**src/rtl/frogger_pkg.sv**
```systemverilog
// Shared types and keycode constants for the frogger keyboard path.
// Event records carry the USB keycode and whether it came from auto-repeat.
package frogger_pkg;

  typedef logic [7:0] key_t;

  localparam key_t KEY_NONE = 8'h00;

  typedef struct packed {
    key_t code;
    logic repeat_f;
  } key_event_t;

  // USB HID usage codes used by frogger_game
  localparam key_t KEY_W     = 8'h1A;
  localparam key_t KEY_A     = 8'h04;
  localparam key_t KEY_S     = 8'h16;
  localparam key_t KEY_D     = 8'h07;
  localparam key_t KEY_RIGHT = 8'h4F;
  localparam key_t KEY_LEFT  = 8'h50;
  localparam key_t KEY_DOWN  = 8'h51;
  localparam key_t KEY_UP    = 8'h52;

endpackage

```
**src/rtl/event_fifo.sv**
```systemverilog
// Show-ahead synchronous FIFO of key events; dout is the head, zero when empty.
// A push into a full FIFO is accepted only when a pop frees a slot in the same cycle.
module event_fifo
  import frogger_pkg::*;
#(
  parameter int DEPTH = 8
) (
  input  logic                     Clk,
  input  logic                     Reset_n,
  input  logic                     push,
  input  key_event_t               din,
  input  logic                     pop,
  output key_event_t               dout,
  output logic [$clog2(DEPTH):0]   count,
  output logic                     full,
  output logic                     empty
);

  localparam int AW = $clog2(DEPTH);

  key_event_t    mem [DEPTH];
  logic [AW-1:0] wr_ptr;
  logic [AW-1:0] rd_ptr;
  logic          do_push;
  logic          do_pop;

  assign empty   = (count == '0);
  assign full    = (count == (AW+1)'(DEPTH));
  assign do_pop  = pop && !empty;
  assign do_push = push && (!full || do_pop);
  assign dout    = empty ? '0 : mem[rd_ptr];

  always_ff @(posedge Clk or negedge Reset_n) begin
    if (!Reset_n) begin
      wr_ptr <= '0;
      rd_ptr <= '0;
      count  <= '0;
      for (int i = 0; i < DEPTH; i++) mem[i] <= '0;
    end else begin
      if (do_push) begin
        mem[wr_ptr] <= din;
        wr_ptr      <= wr_ptr + AW'(1);
      end
      if (do_pop) rd_ptr <= rd_ptr + AW'(1);
      case ({do_push, do_pop})
        2'b10:   count <= count + (AW+1)'(1);
        2'b01:   count <= count - (AW+1)'(1);
        default: count <= count;
      endcase
    end
  end

endmodule

```
**src/rtl/keycode_event_queue.sv**
```systemverilog
// Turns the NIOS keycode word into discrete key events: per-slot press detection,
// frame-based auto-repeat, a one-push-per-cycle serializer and a show-ahead FIFO.
module keycode_event_queue
  import frogger_pkg::*;
#(
  parameter int NKEYS         = 2,
  parameter int DEPTH         = 8,
  parameter int REPEAT_DELAY  = 15,
  parameter int REPEAT_PERIOD = 6
) (
  input  logic                     Clk,
  input  logic                     Reset_n,
  input  logic [8*NKEYS-1:0]       keycode,
  input  logic                     frame_clk,
  input  logic                     pop,
  input  logic                     clr_ovf,
  output logic                     ev_valid,
  output key_t                     ev_code,
  output logic                     ev_repeat,
  output logic [$clog2(DEPTH):0]   count,
  output logic                     overflow
);

  localparam int             CW     = $clog2(REPEAT_DELAY + 1);
  localparam bit             REP_EN = (REPEAT_PERIOD != 0);
  localparam logic [CW-1:0]  HIT    = CW'(REPEAT_DELAY - 1);
  localparam logic [CW-1:0]  RELOAD = CW'(REPEAT_DELAY - REPEAT_PERIOD);

  key_t             kc_q      [NKEYS];
  key_t             kc_prev   [NKEYS];
  key_t             pend_code [NKEYS];
  logic [CW-1:0]    rep_cnt   [NKEYS];
  logic [NKEYS-1:0] pend, pend_rep, press, rep_hit, code_chg, push_oh;
  logic             fs1, fs2, fs3, frame_tick;
  logic             push, full, empty, ovf_evt;
  key_event_t       din, head;

  // Handshake: the head (ev_code/ev_repeat) is consumed on a Clk edge where
  // pop=1 and ev_valid=1; pop while ev_valid=0 is ignored.
  assign ev_valid   = !empty;
  assign ev_code    = head.code;
  assign ev_repeat  = head.repeat_f;
  assign frame_tick = fs2 && !fs3;
  assign push       = |pend;
  assign ovf_evt    = push && full && !pop;

  // A slot presses only if its code is new to the whole previous word and not
  // already claimed by a lower slot of the current word.
  always_comb begin
    press    = '0;
    rep_hit  = '0;
    code_chg = '0;
    for (int i = 0; i < NKEYS; i++) begin
      code_chg[i] = (kc_q[i] != kc_prev[i]);
      press[i]    = (kc_q[i] != KEY_NONE);
      for (int j = 0; j < NKEYS; j++) begin
        if (kc_prev[j] == kc_q[i]) press[i] = 1'b0;
        if (j < i && kc_q[j] == kc_q[i]) press[i] = 1'b0;
      end
      rep_hit[i] = REP_EN && frame_tick && !code_chg[i] &&
                   (kc_q[i] != KEY_NONE) && (rep_cnt[i] == HIT);
    end
  end

  // Lowest pending slot wins the single push slot of the cycle.
  always_comb begin
    push_oh = '0;
    din     = '0;
    for (int i = NKEYS - 1; i >= 0; i--) begin
      if (pend[i]) begin
        push_oh     = '0;
        push_oh[i]  = 1'b1;
        din.code     = pend_code[i];
        din.repeat_f = pend_rep[i];
      end
    end
  end

  always_ff @(posedge Clk or negedge Reset_n) begin
    if (!Reset_n) begin
      fs1      <= 1'b0;
      fs2      <= 1'b0;
      fs3      <= 1'b0;
      pend     <= '0;
      pend_rep <= '0;
      overflow <= 1'b0;
      for (int i = 0; i < NKEYS; i++) begin
        kc_q[i]      <= KEY_NONE;
        kc_prev[i]   <= KEY_NONE;
        pend_code[i] <= KEY_NONE;
        rep_cnt[i]   <= '0;
      end
    end else begin
      fs1 <= frame_clk;
      fs2 <= fs1;
      fs3 <= fs2;
      if (ovf_evt)      overflow <= 1'b1;
      else if (clr_ovf) overflow <= 1'b0;
      for (int i = 0; i < NKEYS; i++) begin
        kc_q[i]    <= keycode[8*i +: 8];
        kc_prev[i] <= kc_q[i];
        // A fresh press or repeat on the slot being pushed re-arms it.
        if (press[i] || rep_hit[i]) begin
          pend[i]      <= 1'b1;
          pend_code[i] <= kc_q[i];
          pend_rep[i]  <= !press[i];
        end else if (push_oh[i]) begin
          pend[i] <= 1'b0;
        end
        if (code_chg[i])
          rep_cnt[i] <= '0;
        else if (REP_EN && frame_tick && kc_q[i] != KEY_NONE)
          rep_cnt[i] <= rep_hit[i] ? RELOAD : rep_cnt[i] + CW'(1);
      end
    end
  end

  event_fifo #(.DEPTH(DEPTH)) u_fifo (
    .Clk     (Clk),
    .Reset_n (Reset_n),
    .push    (push),
    .din     (din),
    .pop     (pop),
    .dout    (head),
    .count   (count),
    .full    (full),
    .empty   (empty)
  );

endmodule

```
**config.mk**
```make
export PLATFORM = sky130hd
export DESIGN_NAME = keycode_event_queue
export DESIGN_NICKNAME = d
export VERILOG_FILES = /design/src/rtl/frogger_pkg.sv /design/src/rtl/event_fifo.sv /design/src/rtl/keycode_event_queue.sv
export SDC_FILE = /design/constraint.sdc
export NUM_CORES = 1
export LEC_CHECK = 0
export CAP_MARGIN = 25
export CORE_ASPECT_RATIO = 0.5
export CORE_UTILIZATION = 30
export CTS_CLUSTER_DIAMETER = 30
export DETAILED_ROUTE_END_ITERATION = 16
export DONT_BUFFER_PORTS = 1
export HOLD_SLACK_MARGIN = 0.1
export PLACE_DENSITY = 0.55
export SETUP_SLACK_MARGIN = 0.02
export SYNTH_ARGS = -nofsm -noshare
export SYNTH_HDL_FRONTEND = slang
export SYNTH_SLANG_ARGS = --single-unit
```
**constraint.sdc**
```tcl
create_clock -name Clk -period 2.75 [get_ports Clk]
set_input_delay 0.275 -clock Clk [delete_from_list [all_inputs] [get_ports Clk]]
set_output_delay 0.275 -clock Clk [all_outputs]
set_load 0.02 [all_outputs]
```
==> flow_summary.json, run 1 <==
{
  "status": "finished with violations",
  "violations": "hold timing",
  "diodes": 0,
  "num_io_pins": 36,
  "ant_nets": 0,
  "synthCells": 598,
  "crit_chain": "nor4_2 -> nor2_1 -> ha_1 -> xor2_1 -> ha_1 -> a21oi_1 -> xor2_1 -> nor2_1 -> xor2_1",
  "dp.cells": 869,
  "p_sw_frac": 0.356,
  "synth.area.mux_share": 0.0799,
  "cts_setup_buffers": 0,
  "worst-path-max-fanout": 7,
  "start_util": 0.306,
  "p_per_area_nw_per_um2": 1040,
  "dr.pass1.iters": 4,
  "grt_max_degree": 147,
  "cp.required_ns": 3.05,
  "synth_compound_area_frac": 0.120,
  "wl_um": 14300,
  "final_common_cell": "dfrtp_1",
  "fp.dieArea_um2": 22700,
  "grt_pass1_wl_um": 23700,
  "track_usage": 0.137,
  "min_path_type": "input port to async pin",
  "area_growth_pct": 15.9,
  "endpoint_kind": "register",
  "slew_headroom": 0.439,
  "viasPerCell": 4.81,
  "cts_buffers": 17,
  "coreArea_um2": 21700,
  "hold_viol_final": 146,
  "peakVddDrop_v": 0.000434,
  "clk_path_buf_depth": 2,
  "multi_input_area_um2": 2720,
  "grt_antenna_before_repair": 0,
  "htree_levels": 4,
  "final_layout_size_suffix_gt1_frac": 0.123,
  "holdBufCountCts": 19,
  "regArea_um2": 3650,
  "tns_ns": 0,
  "finalCritPeriodShare": 0.856,
  "startpoint_type": "register",
  "grt_pass1_vias": 4414,
  "timing.fmax_mhz": 425,
  "layout_common_cells": "dfrtp_1, nor2_1, nand2_1",
  "slew_viol_final": 0,
  "num_rows": 38,
  "cpMostUsedCell": "xor2_1",
  "place_worst_setup_slack_ns": 0.403,
  "critPathKind": "register to register",
  "yosysSeqAreaShare": 0.551,
  "die_h_um": 107,
  "fin_skew_ns": 0.00864,
  "synth_fa_ha_area_frac": 0.0170,
  "seqPwrFrac": 0.412,
  "synthDistinctLibCells": 49,
  "min_period_ns": 2.35,
  "yosys.area_share.simple": 0.127,
  "yosysWarnings": 0,
  "ys_ff_latch": 146,
  "cts_tree": "done",
  "wl_per_cell_um": 15.6,
  "slowest_delay_ns": 0.52,
  "worst_pin_slew_ns": 0.841,
  "pwr-share-comb": 0.304,
  "rsz0062_at_grt": "false",
  "place.gp.congestion": 0.782,
  "num-fill-cells": 2173,
  "switchingPower_uw": 2840,
  "synth_top_family_by_area": "simple AND/OR/NAND/NOR gates",
  "setup_viol": 0,
  "root_buffer": "clkbuf_16",
  "die_w_um": 212,
  "syn_area_um2": 6630,
  "cts.clk_slew.worst_paths_ns": 0.06,
  "clk_latency_ns": 0.43,
  "synthesis.nets": 628,
  "fin_nets": 637,
  "fin_ws_ns": 0.396,
  "ys_async_sr_fraction": 1.00,
  "cts_sinks": 146,
  "cp_slowest_cell": "dfrtp_1",
  "drc": 0,
  "clockPowerShare": 0.283,
  "intPower_uw": 5130,
  "vias": 4423,
  "cap_violations": 0,
  "synth_edf_count": 0,
  "ys.flop_type": "dfrtp_1",
  "drtIter0Drc": 254,
  "cp.arrival_ns": 2.65,
  "synth.avg_cell_area_um2": 11.1,
  "synthXorXnorAreaFrac": 0.0648,
  "instances_no_fill": 920,
  "power_leakage_uw": 0.00315,
  "cts-resized-gates": 0,
  "port_buffers": 0,
  "gr-total-overflow": 0,
  "dp_hpwl_um": 9290,
  "hold_slack_ns": -0.457
}
[final cells by class]
type                    instances  area share
clock inverters                15      0.0196
well taps                     300      0.0489
clock buffers                  17      0.0554
inverters                      15     0.00733
flip-flops and latches        146       0.476
multi-input cells             394       0.355
repair buffers                 33      0.0384
[flip-flops by register name, summed over array words and instances (netlist names)]
name and cells:
pend_code 16, overflow 1, kc_q 16, pend_rep 2, kc_prev 16, u_fifo.count 4
fs2 1, u_fifo.mem 72, fs3 1, pend 2, fs1 1, rep_cnt 8
u_fifo.wr_ptr 3, u_fifo.rd_ptr 3
[final timing paths]
| path | from | endpoint | slack, ns | cells past startpoint |
|---|---|---|---|---|
| min reg2reg | fs1 | fs2 | 0.35 | 0 |
| min | Reset_n | rep_cnt[2] | -0.46 | 0 |
| max | u_fifo.count[2] | u_fifo.count[2] | 0.40 | 9 |
| max in group asynchronous | Reset_n | u_fifo.mem[27] | 2.90 | 0 |
| max reg2reg | u_fifo.count[2] | u_fifo.count[2] | 0.40 | 9 |
| min in group Clk | pop | u_fifo.rd_ptr[0] | 0.24 | 3 |
[cells by family after synthesis]
kind of cell,count (synthesis)
flip-flops,146
AO/OA/AOI/OAI,131
AND/OR/NAND/NOR,175
multiplexers,30
buffers and inverters,58
XOR/XNOR,49
adder cells (fa/ha/maj),9
[power groups by stage]
stage / sequential [uW] / combinational (uW) / clock [uW]
3_5_place_dp: 3320 / 2440 / 0
2_1_floorplan: 3090 / 2070 / 0
6_report: 3290 / 2430 / 2260
4_1_cts: 3290 / 2460 / 2310
5_1_grt: 3370 / 2710 / 2400
3_3_place_gp: 3300 / 2380 / 0
[synth_stat cells (3+ instances only)]
cell / number / area, um^2
clkbuf_1: 18 / 67.6
ha_1: 9 / 113
a32o_1: 8 / 80.1
xor2_1: 22 / 193
a41oi_1: 8 / 70.1
o21ai_1: 9 / 45.0
inv_1: 15 / 56.3
a22oi_1: 9 / 67.6
nand2_1: 54 / 203
nand4_1: 7 / 43.8
nand3b_1: 6 / 45.0
buf_1: 3 / 11.3
a21oi_1: 46 / 230
a211oi_1: 3 / 22.5
mux2i_1: 9 / 90.1
dfrtp_1: 146 / 3650
nand3_1: 7 / 35.0
mux4_2: 18 / 405
xnor2_1: 27 / 236
nor3_1: 6 / 30.0
buf_2: 18 / 90.1
nor4_1: 15 / 93.8
mux2_2: 3 / 33.8
o21ai_0: 41 / 205
nor2_1: 58 / 218
nor2b_1: 3 / 18.8
[stage by stage]
step	total power [uW]	utilization	instance area (um^2)
2_1_floorplan	5160	-	6630
3_3_place_gp	5680	0.319	6910
3_5_place_dp	5760	0.319	6910
4_1_cts	8060	0.354	7680
5_1_grt	8480	0.354	7680
6_report	7970	0.354	7680
[critical path, delay by kind of cell (launching register included)]
kind            cells  cell delay, ns
simple gates        3            0.60
flops               1            0.52
fa+ha+maj           2            0.49
xor+xnor            3            0.47
compound gates      1            0.15
[layer usage]
| layer | up-vias | wire (um) | track usage |
|---|---|---|---|
| li1 | 2135 | - | - |
| met1 | 2215 | 6570 | 0.177 |
| met2 | 62 | 7100 | 0.224 |
| met3 | 11 | 494 | 0.0334 |
| met4 | 0 | 184 | 0.0492 |
| met5 | - | 0 | 0 |
Note: power is estimated with default switching activity, not from simulation.
==> run 2, diff against run 1 <==
Settings changed: CAP_MARGIN 25 to 0.
Clock period 2.75 ns to 2.9 ns, I/O delays scaled along.
==> run 2 against run 1 <==
  * The run still ends with hold timing left
  * Via count is 1.6% lower
  * Count of clock-buffer cells in the layout rose by 2
  * Non-clock buffer count decreased by 4
==> flow_summary.json, run 2 (synthesized netlist as in run 1, its figures left out) <==
{
  "status": "finished with violations",
  "violations": "hold timing",
  "final_area_um2": 7710,
  "grt_antenna_before_repair": 0,
  "grt_pass1_wl_um": 23200,
  "wl_um": 14000,
  "critPathKind": "register to primary output",
  "layout_common_cells": "dfrtp_1, nor2_1, nand2_1",
  "worst-path-max-fanout": 20,
  "grt_max_degree": 147,
  "dr.pass1.iters": 4,
  "cap_violations": 0,
  "rsz0062_at_grt": "false",
  "p_per_area_nw_per_um2": 1000,
  "cp.required_ns": 2.61,
  "final_layout_size_suffix_gt1_frac": 0.119,
  "gr-total-overflow": 0,
  "clk_path_buf_depth": 2,
  "fin_nets": 633,
  "viasPerCell": 4.75,
  "start_util": 0.306,
  "clk_latency_ns": 0.43,
  "cts-resized-gates": 0,
  "hold_viol_final": 146,
  "r2r_cells": 9,
  "coreArea_um2": 21700,
  "min_path_type": "input port to async pin",
  "cp-startpoint": "u_fifo.rd_ptr[0]",
  "num_io_pins": 36,
  "dp_hpwl_um": 9020,
  "hold_slack_ns": -0.435,
  "diodes": 0,
  "endpoint_kind": "primary output",
  "area_growth_pct": 16.3,
  "root_buffer": "clkbuf_16",
  "power_leakage_uw": 0.00315,
  "regMostFlops": "u_fifo.mem",
  "startpoint_type": "register",
  "die_h_um": 107,
  "place.gp.congestion": 0.787,
  "grt_pass1_vias": 4305,
  "holdBufCountCts": 18,
  "port_buffers": 0,
  "setup_viol": 0,
  "peakVddDrop_v": 0.000428,
  "tns_ns": 0,
  "min_period_ns": 2.40,
  "r2r_start": "u_fifo.count[2]",
  "largest_reg_flops": 72,
  "timing.fmax_mhz": 416,
  "die_w_um": 212,
  "track_usage": 0.135,
  "cts_sinks": 146,
  "cts.clk_slew.worst_paths_ns": 0.06,
  "slew_headroom": 0.451,
  "ant_nets": 0,
  "drc": 0,
  "cts_tree": "done",
  "vias": 4353,
  "num_rows": 38,
  "fp.dieArea_um2": 22700,
  "cp.arrival_ns": 2.11,
  "drtIter0Drc": 250,
  "final_common_cell": "dfrtp_1",
  "slew_viol_final": 0,
  "cts_setup_buffers": 0,
  "worst_pin_slew_ns": 0.823,
  "place_area_um2": 6890,
  "cts_buffers": 17,
  "fin_skew_ns": 0.00681,
  "htree_levels": 4,
  "wl_per_cell_um": 15.3,
  "finalCritPeriodShare": 0.828
}
run 2: worst paths after layout:
kind | endpoint | slack [ns]
setup / recovery | ev_code[1] | 0.50
hold / removal | rep_cnt[2] | -0.43
setup reg to reg | u_fifo.count[2] | 0.60
hold reg to reg | fs2 | 0.37
max in group asynchronous | u_fifo.mem[6] | 3.12
min in group Clk | overflow | 0.12
run 2: per-layer routing:
metal	GRT usage	routed length (um)	vias to the layer above
met5	0	0	-
met4	0.0523	252	0
met3	0.0375	536	16
met2	0.213	6710	57
met1	0.177	6540	2157
li1	-	-	2123
run 2: through the flow:
stage	hold slack (ns)	utilization	total power, uW	worst slack (ns)	instances
after floorplan	-0.00559	-	4890	0.576	598
after global placement	0.00158	0.318	5350	0.639	866
after detailed placement	-0.00120	0.318	5410	0.581	866
after CTS	-0.456	0.356	7800	0.455	916
after global routing	-0.462	0.356	8200	0.347	916
final	-0.435	0.356	7710	0.498	916
run 2: final cells by class:
class	instances	area (um^2)
Timing Repair Buffer	29	263
Inverter	15	56.3
Fill cell	2176	14000
Clock buffer	19	453
Multi-Input combinational cell	394	2720
Tap cell	300	375
Clock inverter	13	184
Sequential cell	146	3650
run 2: critical path: stages, from the launching register on:
cell	delay, ns
dfrtp_1	0.32
buf_4	0.37
mux4_2	0.56
mux2i_1	0.26
nor2_1	0.17
run 2: where the power goes:
| part | switching [uW] | internal [uW] |
|---|---|---|
| Combinational | 1250 | 1000 |
| Clock | 870 | 1480 |
| Sequential | 481 | 2630 |
==> run 3, diff against run 2 <==
Clock period 2.9 ns to 2.3 ns, I/O delays scaled along.
==> run 3 against run 2 <==
  * The flow still finishes with violations (hold timing)
  * Highest routed layer unchanged
  * Worst setup slack worse by 0.39 ns
  * Routed wire length is 8.1% higher
  * Global-route usage is 0.93 points higher
  * Critical path type unchanged
  * Sequential cell count stayed put
==> flow_summary.json, run 3 (synthesized netlist as in run 1, its figures left out) <==
{
  "cp-startpoint": "u_fifo.rd_ptr[0]",
  "cp.arrival_ns": 1.96,
  "num-fill-cells": 2136,
  "htree_levels": 4,
  "start_util": 0.306,
  "ant_nets": 0,
  "tns_ns": 0,
  "layout_common_cells": "dfrtp_1, nor2_1, nand2_1",
  "wl_um": 15200,
  "setup_viol": 0,
  "final_common_cell": "dfrtp_1",
  "area_growth_pct": 18.5,
  "holdBufCountCts": 19,
  "violations": "hold timing",
  "totalPowerFinal_uw": 9950,
  "root_buffer": "clkbuf_16",
  "num_io_pins": 36,
  "startpoint_type": "register",
  "r2r_cells": 10,
  "cap_violations": 0,
  "cts_sinks": 146,
  "num_rows": 38,
  "cts_tree": "done",
  "track_usage": 0.144,
  "min_period_ns": 2.19,
  "grt_max_degree": 147,
  "die_h_um": 107,
  "worst-path-max-fanout": 10,
  "diodes": 0,
  "power_leakage_uw": 0.00323,
  "largest_reg_flops": 72,
  "fin_util": 0.362,
  "status": "finished with violations",
  "cts_buffers": 17,
  "worst_pin_slew_ns": 0.900,
  "critPathKind": "register to primary output",
  "r2r_end": "u_fifo.count[2]",
  "fin_ws_ns": 0.111,
  "place.gp.congestion": 0.765,
  "port_buffers": 0,
  "final_layout_size_suffix_gt1_frac": 0.144,
  "timing.fmax_mhz": 457,
  "fp.dieArea_um2": 22700,
  "coreArea_um2": 21700,
  "endpoint_kind": "primary output",
  "dp_hpwl_um": 9360,
  "clk_path_buf_depth": 2,
  "p_per_area_nw_per_um2": 1270,
  "fin_nets": 648,
  "multi_input_area_um2": 2750,
  "min_path_type": "input port to async pin",
  "hold_viol_final": 146,
  "clk_latency_ns": 0.43,
  "r2r_start": "u_fifo.count[3]",
  "reg2reg_slack_ns": 0.15,
  "regArea_um2": 3660,
  "fin_skew_ns": 0.0105,
  "hold_slack_ns": -0.501,
  "finalCritPeriodShare": 0.952,
  "drtIter0Drc": 277,
  "cts.clk_slew.worst_paths_ns": 0.06,
  "cp.required_ns": 2.07,
  "grt_pass1_wl_um": 24700,
  "place_worst_setup_slack_ns": 0.154,
  "grt_antenna_before_repair": 0,
  "regMostFlops": "u_fifo.mem",
  "viasPerCell": 4.81,
  "wl_per_cell_um": 16.3,
  "die_w_um": 212,
  "dr.pass1.iters": 4,
  "peakVddDrop_v": 0.000509,
  "drc": 0,
  "worstSetupEndpoint": "ev_code[7]",
  "slew_viol_final": 0,
  "gr-total-overflow": 0,
  "grt_pass1_vias": 4505,
  "slew_headroom": 0.400,
  "rsz0062_at_grt": "false",
  "vias": 4477
}
## run 3: metal layers
metal  routed length, um  up-vias  track usage
met1                6940     2229        0.186
met3                 544       19       0.0346
met5                   0        -            0
li1                    -     2151            -
met2                7470       78        0.231
met4                 226        0       0.0626
## run 3: timing repair
action / CTS / global route
resized for setup: 0 / 6
buffers inserted: 0 / 1
endpoints found under the setup margin: 0 / 6
hold endpoints to repair: 164 / 146
## run 3: cell type report
class / count / share of cell area
multi-input combinational: 394 / 0.349
clock buffer: 19 / 0.0564
sequential: 146 / 0.466
clock inverter: 12 / 0.0201
tap: 300 / 0.0478
inverter: 15 / 0.00717
timing repair buffer: 44 / 0.0535
## run 3: report_power, final
| group | switching (uW) | leakage (uW) | internal, uW |
|---|---|---|---|
| Sequential | 572 | 0.00173 | 3320 |
| Clock | 1110 | 0.000274 | 1730 |
| Combinational | 1730 | 0.00122 | 1490 |
| Total | 3400 | 0.00323 | 6550 |
## run 3: worst min-delay path by stage
stage / from / end / slack [ns] / cells past startpoint
after floorplan: Reset_n / fs1 / -0.07 / 0
after global placement: Reset_n / rep_cnt[1] / -0.06 / 0
after detailed placement: Reset_n / rep_cnt[0] / -0.06 / 0
after CTS: Reset_n / rep_cnt[0] / -0.51 / 0
after global routing: Reset_n / rep_cnt[2] / -0.52 / 0
final: Reset_n / rep_cnt[2] / -0.50 / 0
## run 3: metrics by stage
| step | cell area [um^2] | cells |
|---|---|---|
| after floorplan | 6630 | 598 |
| after global placement | 7000 | 878 |
| after detailed placement | 7000 | 878 |
| after CTS | 7790 | 928 |
| after global routing | 7860 | 930 |
| final | 7860 | 930 |
## run 3: critical path: stages (launching register included)
cell and delay [ns]:
dfrtp_2 0.41, buf_12 0.17, mux4_2 0.52, mux2i_1 0.26
nor2_1 0.18
